`src/rtl/program_counter.sv`:
```
// Instruction-address register for the K2 core.
//
// Advances by one slot per clock, wraps from the last slot back to zero, and
// loads an absolute immediate target when a jump is requested. The registered
// output indexes instruction memory.
//
// Ports:
//   clk_i       system clock; all state changes on the rising edge
//   reset_i     synchronous active-high reset; forces the counter to zero
//   data_i      datapath value reserved for future conditional branches;
//               has no effect in this revision
//   jump_i      1 = load jump_imm_i this cycle, 0 = sequential advance
//   jump_imm_i  absolute jump target address
//   counter_o   current program counter (registered)
module program_counter #(
  parameter int unsigned N                    = 8,
  parameter int unsigned INSTRUCTIONS         = 9,
  parameter int unsigned JUMP_BITS            = 3,
  localparam int unsigned INSTRUCTIONS_BITS   = $clog2(INSTRUCTIONS)
) (
  input  logic                         clk_i,
  input  logic                         reset_i,
  input  logic [N-1:0]                 data_i,
  input  logic                         jump_i,
  input  logic [JUMP_BITS-1:0]         jump_imm_i,
  output logic [INSTRUCTIONS_BITS-1:0] counter_o
);

  typedef logic [INSTRUCTIONS_BITS-1:0] cnt_t;

  // Highest legal address; anything above it is out of range.
  localparam cnt_t LastAddr = cnt_t'(INSTRUCTIONS - 1);

  // Elaboration-time parameter sanity checks.
  if (INSTRUCTIONS < 2) begin : gen_bad_instructions
    $error("program_counter: INSTRUCTIONS must be at least 2");
  end
  if (JUMP_BITS > INSTRUCTIONS_BITS) begin : gen_bad_jump_bits
    $error("program_counter: jump target wider than the counter");
  end

  cnt_t counter_q, counter_d;
  cnt_t jump_tgt;
  logic jump_in_range;
  logic seq_in_range;

  // data_i is deliberately unused; fold it into a sink so it stays visible.
  logic unused_data;
  assign unused_data = ^data_i;

  assign jump_tgt      = cnt_t'(jump_imm_i);
  assign jump_in_range = (jump_tgt <= LastAddr);
  // Strictly below the last slot: increments; at or above it (including
  // corrupted values) the counter returns to zero.
  assign seq_in_range  = (counter_q < LastAddr);

  always_comb begin
    counter_d = '0;
    if (jump_i) begin
      counter_d = jump_in_range ? jump_tgt : '0;
    end else if (seq_in_range) begin
      counter_d = counter_q + cnt_t'(1);
    end
  end

  always_ff @(posedge clk_i) begin
    if (reset_i) begin
      counter_q <= '0;
    end else begin
      counter_q <= counter_d;
    end
  end

  assign counter_o = counter_q;

endmodule

```
`config.mk`:
```
export PLATFORM = sky130hd
export DESIGN_NAME = program_counter
export DESIGN_NICKNAME = d
export VERILOG_FILES = /design/src/rtl/program_counter.sv
export SDC_FILE = /design/constraint.sdc
export NUM_CORES = 1
export LEC_CHECK = 0
export CELL_PAD_IN_SITES_DETAIL_PLACEMENT = 1
export CELL_PAD_IN_SITES_GLOBAL_PLACEMENT = 1
export CORE_AREA = 2 2 39 41
export DETAILED_ROUTE_END_ITERATION = 10
export DIE_AREA = 0 0 41 43
export DONT_BUFFER_PORTS = 1
export PLACE_DENSITY_LB_ADDON = 0.1
export SYNTH_ARGS = -nofsm -noshare
export SYNTH_HDL_FRONTEND = slang
export SYNTH_SLANG_ARGS = --single-unit
```
`constraint.sdc`:
```
create_clock -name clk_i -period 1.4 [get_ports clk_i]
set_input_delay 0.14 -clock clk_i [delete_from_list [all_inputs] [get_ports clk_i]]
set_output_delay 0.14 -clock clk_i [all_outputs]
set_load 0.005 [all_outputs]
```
==> qor.yml, run 1 <==
clock_tree:
  cts-root-buf: "clkbuf_4"
  clk_path_buf_depth: 2
  cts.sinks: 4
  numCtsBuffers: 3
  clkTransAtPathRegs_ns: 0.04
  clkLatencyLatePin_ns: 0.23
  cts.htree.levels: 1
  cts_setup_buffers: 0
  tritoncts: "yes"
critical_path:
  worstSetupPathType: "reg -> reg"
  crit_start: "counter_o[0]"
  cp_num_buf_inv: 0
  worstPathRequired_ns: 1.56
  regToRegSetupSlack_ns: 0.24
  cpPeakStageDelay_ns: 0.34
  cp_cell_sequence: "ha_1 > or3b_1 > a21oi_1"
  cp-start-kind: "register"
  r2r-start: "counter_o[0]"
  slowest_stage: "dfxtp_1"
  worstPathMaxFanout: 4
  r2r_cells: 3
  arrival_ns: 1.32
  worstSetupPathDepth: 3
  critPathTopFamily: "flip-flops"
  r2r-end: "counter_o[1]"
  endpoint: "counter_o[1]"
  critPathCaptureType: "register"
run:
  cap_violations: 0
sta:
  slew_headroom_pct: 86.23
  setup-violations-final: 0
  fin_crit_ns: 1.159
  tightest_slew_ns: 0.2062
  drv_slew: 0
  rsz0062_at_grt: "false"
  skew_ns: 0.0007891
  hold_violations: 0
  max_freq_mhz: 862.8
  fin_tns_setup_ns: 0
  period_share_pct: 82.79
grt:
  antenna_found_initial: 0
  grt-ovfl-total: 0
  grt_pass1_wl_um: 738
  grt_use_total_pct: 7.028
  grt_max_degree: 8
  grt_pass1_vias: 164
final_layout:
  antennaDiodeCount: 0
  syn_to_final_growth_pct: 31.11
  regArea_um2: 80.08
  stdcell_count: 37
  largest_reg_flops: 4
  drive_above_1_share_pct: 14.29
  multi_input_area_um2: 88.84
  num-nets-final: 38
  filler_cell_count: 164
synth:
  ys_ff_latch: 4
  syn_avg_cell_area_um2: 9.936
  netlist_instances: 17
  ys_warn_count: 0
  ys_types: 10
  syn_nets: 32
  syn-cell-area_um2: 168.9
  yosysSeqAreaShare_pct: 47.41
die:
  start_util_pct: 12.21
  io_pins: 18
  die-area_um2: 1763
  rows: 14
  fp.dieH_um: 43
  core_um2: 1384
  die_w_um: 41
routing:
  drtIter0Drc: 1
  num_vias: 144
  wl_per_cell_um: 11.97
  routed_wl_um: 443
  first_pass_iters: 2
  avgViaCountPerCell: 3.892
  ant_nets: 0
  drc: 0
pwr:
  power_frac_clock_pct: 48.6
  power_density_nw_per_um2: 1302
  p_sw_share_pct: 20.18
  power_frac_comb_pct: 6.8
  pwr-share-seq_pct: 44.6
  max-vdd-ir-drop_v: 0.0004288
  p_switching_uw: 58.19
  total_leakage_power_nw: 0.08225
  intPower_uw: 230.2
outcome:
  status: "finished clean"
placement:
  dp_cells: 33
  gp_congestion: 0.5581
  numPortBuffers: 0
min_path:
  hold_class: "in -> reg"
-- power by group through the flow --
stage	clock [mW]	combinational, mW	sequential (mW)
floorplan	0	0.0155	0.128
global placement	0	0.0174	0.131
detailed placement	0	0.0170	0.131
CTS	0.150	0.0202	0.129
global route	0.158	0.0229	0.130
finish	0.140	0.0196	0.129
-- metal layers --
metal / share of wire, % / vias up / track usage, %
met5: 0 / - / 0
met4: 0 / 0 / 2.000
met3: 15 / 0 / 9.424
met2: 48 / 6 / 9.063
met1: 37 / 67 / 6.431
li1: - / 71 / -
-- worst register-to-register path, stage by stage (launching register included) --
cell,delay [ns]
dfxtp_1,0.34
ha_1,0.28
or3b_1,0.33
a21oi_1,0.14
-- synth_stat cells --
master | instances | area, um2
xnor2_1 | 1 | 8.760
nor3b_1 | 1 | 7.510
dfxtp_1 | 4 | 80.08
or3_1 | 2 | 12.51
ha_1 | 1 | 12.51
or3b_1 | 1 | 8.760
a21oi_1 | 2 | 10.01
nand4bb_1 | 1 | 11.26
o22ai_1 | 1 | 6.260
nand2_1 | 3 | 11.26
-- cell families (layout without fill, tap and decap cells) --
logic type | count (synthesis) | count (layout) | share of synthesized area, %
AO/OA/AOI/OAI | 3 | 3 | 9.632
adder cells (fa/ha/maj) | 1 | 1 | 7.406
AND/OR/NAND/NOR | 8 | 8 | 30.37
buffers and inverters | 0 | 4 | 0
flip-flops | 4 | 4 | 47.41
XOR/XNOR | 1 | 1 | 5.186
-- timing repair --
item | in CTS | in global routing
endpoints found under the hold margin | 2 | 0
hold buffers | 1 | 0
resized for setup | 0 | 0
-- how the worst min path moves through the flow --
| stage | slack (ns) | from | depth (start not counted) | to |
|---|---|---|---|---|
| 2_1_floorplan | 0.21 | reset_i | 1 | counter_o[0] |
| 3_3_place_gp | 0.21 | reset_i | 1 | counter_o[0] |
| 3_5_place_dp | 0.21 | reset_i | 1 | counter_o[0] |
| 4_1_cts | 0.02 | reset_i | 1 | counter_o[2] |
| 5_1_grt | 0.005 | reset_i | 1 | counter_o[2] |
| 6_report | 0.02 | reset_i | 1 | counter_o[2] |
-- metrics by stage --
step	power, mW	instance area [um2]	hold slack [ns]	utilization [%]	setup slack [ns]
after floorplan	0.1440	168.9	0.2091	-	0.3018
after global placement	0.1484	188.9	0.2143	13.65	0.2272
after detailed placement	0.1482	188.9	0.2124	13.65	0.2308
after CTS	0.2993	221.5	0.01515	16.00	0.2153
after global routing	0.3110	221.5	0.005275	16.00	0.1708
final	0.2884	221.5	0.02258	16.00	0.2410
-- cell type report --
class / instances / share of cell area (%)
multi-input cells: 13 / 40.11
clock buffers: 3 / 10.17
flip-flops and latches: 4 / 36.16
well taps: 16 / 9.040
repair buffers: 1 / 4.520
-- layout by cell type, fill, tap and decap left out --
cell type      instances
a21oi_1                2
clkbuf_4               3
nand4bb_1              1
nand2_1                3
nor3b_1                1
o22ai_1                1
ha_1                   1
or3_1                  2
xnor2_1                1
or3b_1                 1
dfxtp_1                4
dlygate4sd3_1          1
No activity file was read; power rests on OpenSTA's default activity.
==> run 2, diff against run 1 <==
==> constraint.sdc (replaced) <==
create_clock -name clk_i -period 1.1 [get_ports clk_i]
set_input_delay 0.11 -clock clk_i [delete_from_list [all_inputs] [get_ports clk_i]]
set_output_delay 0.11 -clock clk_i [all_outputs]
set_load 0.005 [all_outputs]
==> run 2 against run 1 <==
Combinational power rose by 89%. Count of clock-buffer cells in the layout stayed put. Register-to-register slack lost 0.22 ns. Sequential cell count did not move. Non-clock buffer count grew 2. Worst hold slack lost 0.021 ns. Maximum frequency up 7.2%. Total power is 33% higher.
==> qor.yml, run 2 (synthesis gave the netlist of run 1 again) <==
outcome:
  status: "finished clean"
critical_path:
  slowest_stage: "or3b_1"
  r2r-start: "counter_o[0]"
  cp-start-kind: "register"
  worstSetupPathType: "reg -> reg"
  cp_cell_sequence: "ha_1 > or3b_1 > a21oi_1"
  regToRegSetupSlack_ns: 0.02
  r2r-end: "counter_o[1]"
  arrival_ns: 1.25
  cp_num_buf_inv: 0
  r2r_cells: 3
  critPathCaptureType: "register"
  worstPathMaxFanout: 2
  cpPeakStageDelay_ns: 0.34
  worstPathRequired_ns: 1.27
  critPathTopFamily: "simple AND/OR/NAND/NOR gates"
min_path:
  min_to: "counter_o[0]"
  hp-start: "jump_i"
  hold-path-cell-count: 2
  hold_class: "in -> reg"
clock_tree:
  cts.sinks: 4
  clk_path_buf_depth: 2
  clkLatencyLatePin_ns: 0.24
  clkTransAtPathRegs_ns: 0.04
  tritoncts: "yes"
  numCtsBuffers: 3
  cts.htree.levels: 1
  cts-root-buf: "clkbuf_4"
sta:
  skew_ns: 0.0001478
  setup_ws_ns: 0.01926
  max_freq_mhz: 925.3
  rsz0062_at_grt: "true"
  fin_tns_setup_ns: 0
  setup-violations-final: 0
  tightest_slew_ns: 0.2015
  drv_slew: 0
  fin_crit_ns: 1.081
  whs_ns: 0.001893
  slew_headroom_pct: 86.55
  period_share_pct: 98.25
  hold_violations: 0
routing:
  drtIter0Drc: 0
  avgViaCountPerCell: 4.026
  first_pass_iters: 1
  drc: 0
  ant_nets: 0
  wl_per_cell_um: 11.77
  num_vias: 157
  routed_wl_um: 459
placement:
  dp_slack_ns: 0.01213
  gp_congestion: 0.6002
  numPortBuffers: 0
  placed_cell_area_um2: 203.9
die:
  die-area_um2: 1763
  core_um2: 1384
  die_w_um: 41
  start_util_pct: 12.21
  rows: 14
  fp.dieH_um: 43
  io_pins: 18
pwr:
  max-vdd-ir-drop_v: 0.0004273
  power_density_nw_per_um2: 1614
  total_leakage_power_nw: 0.09281
grt:
  grt_use_total_pct: 7.538
  grt-ovfl-total: 0
  grt_pass1_vias: 172
  grt_pass1_wl_um: 779
  antenna_found_initial: 0
  grt_max_degree: 8
final_layout:
  num-nets-final: 40
  final_util_pct: 17.18
  largest_reg_flops: 4
  drive_above_1_share_pct: 26.09
  design_area_um2: 237.7
  final_cell_mix: "nand2_1 (3), clkbuf_4 (3), dfxtp_1 (3)"
  antennaDiodeCount: 0
  multi_input_area_um2: 88.84
  regArea_um2: 81.33
  filler_cell_count: 168
  syn_to_final_growth_pct: 40.74
run:
  cap_violations: 0
[run 2: worst reg2reg max path, delay by kind of cell (launching register included)]
kind,cells,cell delay [ns]
and+or+nand+nor,1,0.34
adders and majority gates,1,0.26
DFF,1,0.31
AOI/OAI and AO/OA,1,0.11
[run 2: worst max-delay path by stage]
stage,endpoint,slack [ns],startpoint,depth (start not counted)
after floorplan,counter_o[1],0.002,counter_o[0],3
after global placement,counter_o[1],-0.004,counter_o[0],3
after detailed placement,counter_o[1],0.01,counter_o[0],3
after CTS,counter_o[1],0.01,counter_o[0],3
after global routing,counter_o[1],-0.04,counter_o[0],3
final,counter_o[1],0.02,counter_o[0],3
[run 2: power breakdown]
part | total, mW | internal, mW | switching (mW) | leakage (nW)
Combinational | 0.0371 | 0.0233 | 0.0138 | 0.0458
Sequential | 0.160 | 0.155 | 0.00569 | 0.0332
Clock | 0.186 | 0.122 | 0.0638 | 0.0138
Total | 0.384 | 0.300 | 0.0832 | 0.0928
[run 2: timing repair]
action	4_1_cts	5_1_grt
cloned	0	0
gates resized for setup	0	1
endpoints found under the hold margin	3	0
hold buffers	1	0
pin swaps	1	0
setup buffers	0	0
endpoints found under the setup margin	1	1
[run 2: layer usage]
layer / up-vias / global-route usage (%) / part of all wire [%]
li1: 75 / - / -
met1: 70 / 7.419 / 33
met2: 9 / 9.063 / 43
met3: 3 / 8.901 / 20
met4: 0 / 4.000 / 2.8
met5: - / 0 / 0
[run 2: per-stage QoR]
step	std cells	total power, mW
3_5_place_dp	35	0.1961
2_1_floorplan	17	0.1832
3_3_place_gp	35	0.1967
5_1_grt	39	0.4104
4_1_cts	39	0.3950
6_report	39	0.3836
[run 2: cell type report]
class	count	area share, %
Sequential cell	4	34.21
Multi-Input combinational cell	13	37.37
Clock buffer	3	9.474
Timing Repair Buffer	3	10.53
Tap cell	16	8.421
